--- config.mk ---
export PLATFORM = sky130hd
export DESIGN_NAME = pusch_mod_mapper
export DESIGN_NICKNAME = d
export VERILOG_FILES = /design/src/rtl/pusch_mod_mapper.sv
export SDC_FILE = /design/constraint.sdc
export NUM_CORES = 1
export LEC_CHECK = 0
export BUFFER_PORTS_ARGS = -buffer_cell sky130_fd_sc_hd__buf_2
export CAP_MARGIN = 20
export CORE_ASPECT_RATIO = 0.8
export CORE_MARGIN = 2
export CORE_UTILIZATION = 58
export DETAILED_ROUTE_END_ITERATION = 8
export HOLD_SLACK_MARGIN = 0.03
export PLACE_DENSITY_LB_ADDON = 0.2
export RECOVER_POWER = 100
export SYNTH_ARGS = -nofsm -noshare
export SYNTH_HDL_FRONTEND = slang
export SYNTH_SLANG_ARGS = --single-unit
--- constraint.sdc ---
create_clock -name CLK -period 4 [get_ports CLK]
set_input_delay 1.2 -clock CLK [delete_from_list [all_inputs] [get_ports CLK]]
set_output_delay 1.2 -clock CLK [all_outputs]
set_load 0.02 [all_outputs]
--- src/rtl/pusch_mod_mapper.sv ---
// PUSCH modulation mapper: gathers Qm serial bits per symbol, maps them to a QPSK/16QAM/64QAM
// point and writes it into the ping-pong symbol memory, flagging the end of each block.
module pusch_mod_mapper #(
    parameter int unsigned MEM_DEPTH  = 1200,
    parameter int unsigned DATA_WIDTH = 18
) (
    input  logic                  CLK,
    input  logic                  RST,
    input  logic                  start,
    input  logic [1:0]            mod_order,
    input  logic [10:0]           num_symbols,
    input  logic                  bit_in,
    input  logic                  bit_valid,
    output logic [DATA_WIDTH-1:0] sym_out,
    output logic                  Mod_Valid_OUT,
    output logic                  write_enable,
    output logic [10:0]           write_addr,
    output logic                  MOD_DONE,
    output logic                  PINGPONG_SWITCH,
    output logic                  busy
);

    typedef enum logic [1:0] {
        StIdle,
        StCollect,
        StDone
    } state_e;

    state_e                state_q, state_d;
    logic [2:0]            qm_q, qm_d;
    logic [10:0]           n_q, n_d;
    logic [2:0]            bit_cnt_q, bit_cnt_d;
    logic [10:0]           sym_cnt_q, sym_cnt_d;
    logic [5:0]            grp_q, grp_d;
    logic [DATA_WIDTH-1:0] sym_q, sym_d;
    logic                  valid_q, valid_d;
    logic [10:0]           addr_q, addr_d;

    logic [5:0]            grp_next;
    logic [10:0]           n_clamped;
    logic [2:0]            qm_decoded;

    // One axis of the constellation: sign bit s, magnitude bits m_hi/m_lo (64QAM Gray order).
    function automatic logic [8:0] axis_level(input logic [2:0] qm, input logic s,
                                              input logic m_hi, input logic m_lo);
        logic [8:0] mag;
        case (qm)
            3'd4:    mag = m_hi ? 9'd121 : 9'd40;
            3'd6: begin
                case ({m_hi, m_lo})
                    2'b00:   mag = 9'd59;
                    2'b01:   mag = 9'd20;
                    2'b10:   mag = 9'd99;
                    default: mag = 9'd138;
                endcase
            end
            default: mag = 9'd91;
        endcase
        return s ? (~mag + 9'd1) : mag;
    endfunction

    always_comb begin
        case (mod_order)
            2'd1:    qm_decoded = 3'd4;
            2'd2:    qm_decoded = 3'd6;
            default: qm_decoded = 3'd2;
        endcase
    end

    assign n_clamped = (32'(num_symbols) > MEM_DEPTH) ? 11'(MEM_DEPTH) : num_symbols;

    // The group including the bit arriving now, so the symbol lands one cycle after its last bit.
    always_comb begin
        grp_next            = grp_q;
        grp_next[bit_cnt_q] = bit_in;
    end

    always_comb begin
        state_d   = state_q;
        qm_d      = qm_q;
        n_d       = n_q;
        bit_cnt_d = bit_cnt_q;
        sym_cnt_d = sym_cnt_q;
        grp_d     = grp_q;
        sym_d     = sym_q;
        valid_d   = 1'b0;
        addr_d    = addr_q;

        unique case (state_q)
            StIdle: begin
                if (start) begin
                    qm_d      = qm_decoded;
                    n_d       = n_clamped;
                    bit_cnt_d = 3'd0;
                    sym_cnt_d = 11'd0;
                    grp_d     = 6'd0;
                    if (n_clamped != 11'd0) begin
                        state_d = StCollect;
                    end
                end
            end
            StCollect: begin
                if (sym_cnt_q == n_q) begin
                    state_d = StDone;
                end else if (bit_valid) begin
                    if (bit_cnt_q == qm_q - 3'd1) begin
                        sym_d = DATA_WIDTH'({
                            axis_level(qm_q, grp_next[0], grp_next[2], grp_next[4]),
                            axis_level(qm_q, grp_next[1], grp_next[3], grp_next[5])
                        });
                        valid_d   = 1'b1;
                        addr_d    = sym_cnt_q + 11'd1;
                        sym_cnt_d = sym_cnt_q + 11'd1;
                        bit_cnt_d = 3'd0;
                        grp_d     = 6'd0;
                    end else begin
                        grp_d     = grp_next;
                        bit_cnt_d = bit_cnt_q + 3'd1;
                    end
                end
            end
            StDone: begin
                state_d = StIdle;
                addr_d  = 11'd0;
            end
            default: state_d = StIdle;
        endcase
    end

    always_ff @(posedge CLK or negedge RST) begin
        if (!RST) begin
            state_q   <= StIdle;
            qm_q      <= 3'd2;
            n_q       <= 11'd0;
            bit_cnt_q <= 3'd0;
            sym_cnt_q <= 11'd0;
            grp_q     <= 6'd0;
            sym_q     <= '0;
            valid_q   <= 1'b0;
            addr_q    <= 11'd0;
        end else begin
            state_q   <= state_d;
            qm_q      <= qm_d;
            n_q       <= n_d;
            bit_cnt_q <= bit_cnt_d;
            sym_cnt_q <= sym_cnt_d;
            grp_q     <= grp_d;
            sym_q     <= sym_d;
            valid_q   <= valid_d;
            addr_q    <= addr_d;
        end
    end

    assign sym_out         = sym_q;
    assign Mod_Valid_OUT   = valid_q;
    assign write_enable    = valid_q;
    assign write_addr      = addr_q;
    assign MOD_DONE        = (state_q == StDone);
    assign PINGPONG_SWITCH = (state_q == StDone);
    assign busy            = (state_q != StIdle);

endmodule

==> flow_summary.json <==
{
  "slowest_stage": "mux2_1",
  "drc": 0,
  "synthFlopType": "dfrtp_1",
  "routed.top_layer": "met4",
  "grt_antenna_before_repair": 0,
  "min_period_over_period_pct": 90.1,
  "rows": 26,
  "finalNonFillerCells": 523,
  "grtUsageTotal_pct": 24.8,
  "postCtsSetupBuffers": 0,
  "ant_nets": 0,
  "path_buf_inv": 1,
  "fin_ws_ns": 0.396,
  "place_hpwl_um": 6120,
  "netlist_instances": 389,
  "finalHoldViolCount": 0,
  "postPlaceCellArea_mm2": 0.00418,
  "cts_buffer_depth": 2,
  "vias_per_cell": 5.89,
  "drv_cap": 0,
  "wl_met2_um": 3610,
  "grt_pass1_vias": 2854,
  "cpMostUsedCell": "ha_1",
  "cts.sinks": 65,
  "synth_top_cell_area_share_pct": 41.0,
  "hold_path_depth": 2,
  "avgSynthCellArea_um2": 10.0,
  "layout_common_cells": "dfrtp_1, nand2_1, clkbuf_1, mux2_2, nor2_1",
  "final_common_cell": "dfrtp_1",
  "drive_above_1_share_pct": 14.1,
  "drt_pass1_iterations": 4,
  "io_buffers": 51,
  "die_w_um": 95.8,
  "synth_warnings": 0,
  "grt_pass1_wl_um": 14200,
  "path_class": "in2reg",
  "syn2layout_area_growth_pct": 10.7,
  "fmax_mhz": 277,
  "ys_ff_latch": 65,
  "cp-end-kind": "flop",
  "post_cts_resized": 0,
  "worstMarginPinSlew_ns": 1.44,
  "start_util_pct": 60.7,
  "synth_seq_area_share_pct": 41.6,
  "outcome": "complete, no violations",
  "yosys-top-cells-area": "dfrtp_1, mux2_2, ha_1",
  "cpLargestDelayFamily": "compound AO/OA/AOI/OAI gates",
  "stdcell_area_mm2": 0.00433,
  "yosys.area.top_type": "dfrtp_1",
  "grt.overflow.total": 0,
  "synth_edf_count": 0,
  "arrival_ns": 3.89,
  "die_h_um": 77.4,
  "place_ws_ns": 0.176,
  "path_depth": 12,
  "insertedDiodeCount": 0,
  "final.min_clock_period_ns": 3.60,
  "start_kind": "input pin",
  "leakagePower_nw": 2.01,
  "peakVddDrop_uv": 543,
  "htree_levels": 3,
  "ys_async_sr_fraction_pct": 100,
  "cts_buffers": 9,
  "wl_met1_um": 4450,
  "place.gp.congestion": 0.833,
  "routed_wl_um": 8770,
  "dp_cells": 506,
  "ys_types": 53,
  "slowest_delay_ns": 0.38,
  "relSlewSlack_pct": 3.76,
  "clock-skew-final_ns": 0.00826,
  "rr_worst_depth": 12,
  "slew_violations": 0,
  "required_ns": 4.28,
  "fin_nets": 470,
  "worstHoldPathType": "reg2reg",
  "crit_chain": "buf_2, mux2_1, ha_1, o21bai_1, nor2_1, a211oi_1, ha_1, nor2b_1, nand3_1, o32a_1, o221ai_1, mux2_2",
  "powerDensity_mw_per_mm2": 784,
  "total_power_mw": 3.39,
  "clk_latency_ns": 0.35,
  "vias": 3079,
  "ctsHoldBuffers": 0,
  "rsz0062_at_grt": "false",
  "initialDrtViolationCount": 208,
  "design.die.area_mm2": 0.00742,
  "core-area_mm2": 0.00644,
  "synth_nets": 425,
  "critPathMaxFanout": 7,
  "grt_max_degree": 41,
  "root_buffer": "clkbuf_8",
  "dr_wl_met3_um": 622,
  "syn_area_mm2": 0.00391,
  "fill_cells": 547,
  "routedWlPerCell_um": 16.8,
  "final-setup-viol-count": 0,
  "clk_pin_slew_ns": 0.07,
  "io_pins": 52,
  "cts_tree": "built",
  "setup_tns_ns": 0
}
sequential cells by signal (all words and copies together), names as in the netlist:
register and flops:
sym_out 18, n_q 11, sym_cnt_q 11, write_addr 11
grp_q 6, bit_cnt_q 3, qm_q 2, state_q 2
Mod_Valid_OUT 1
cell type report:
class | instances | area, um^2 | area share [%]
clock buffers | 10 | 138 | 3.18
clock inverters | 6 | 90.1 | 2.08
inverters | 13 | 48.8 | 1.13
multi-input cells | 287 | 2060 | 47.7
flip-flops and latches | 65 | 1630 | 37.6
well taps | 84 | 105 | 2.43
repair buffers | 58 | 251 | 5.81
Yosys cell counts, types with 7 or more instances:
cell       n
a21oi_1   14
a22o_1     7
a31oi_1   16
and3_1    10
clkbuf_1  10
dfrtp_1   64
ha_1      18
inv_1     11
mux2_2    22
mux2i_1   14
nand2_1   41
nand3_1    8
nor2_1    21
nor3_1     7
o21a_1     7
o21ai_0   16
xnor2_1   12
xor2_1    17
cells by family (layout without fill, tap and decap cells):
logic type | after synthesis | after routing | share of synthesized area, %
AO/OA/AOI/OAI | 88 | 88 | 16.0
XOR/XNOR | 29 | 29 | 6.50
adder cells (fa/ha/maj) | 18 | 18 | 5.76
buffers and inverters | 37 | 87 | 4.61
flip-flops | 65 | 65 | 41.6
multiplexers | 38 | 38 | 10.7
AND/OR/NAND/NOR | 114 | 114 | 14.8
layer usage:
metal | global-route usage (%) | up-vias
met2 | 33.9 | 113
li1 | - | 1479
met1 | 38.8 | 1478
met5 | 0 | -
met3 | 7.28 | 9
met4 | 5.00 | 0
worst min-delay path, stage by stage (launching register included):
cell and delay (ns):
dfrtp_1 0.36, nand2_1 0.05, nand2_1 0.05
through the flow:
stage / util (%) / hold WS [ns]
2_1_floorplan: - / 0.458
3_3_place_gp: 64.9 / 0.474
3_5_place_dp: 64.9 / 0.472
4_1_cts: 68.5 / 0.492
5_1_grt: 67.2 / 0.517
6_report: 67.2 / 0.492
worst paths after layout:
check | startpoint | end | slack [ns]
worst max-delay path | bit_in | sym_out[6] | 0.40
worst min-delay path | n_q[8] | n_q[8] | 0.49
worst max register to register | bit_cnt_q[2] | sym_out[6] | 0.64
worst min register to register | n_q[8] | n_q[8] | 0.49
max in group asynchronous | RST | n_q[7] | 1.16
min in group asynchronous | RST | sym_out[13] | 1.18
power by group:
group	total [mW]	internal (mW)	switching, mW	leakage, nW
sequential	1.08	0.892	0.184	0.828
combinational	1.68	0.633	1.04	1.07
clock	0.636	0.370	0.266	0.113
total	3.39	1.90	1.49	2.01
(Power assumes the default switching activity.)
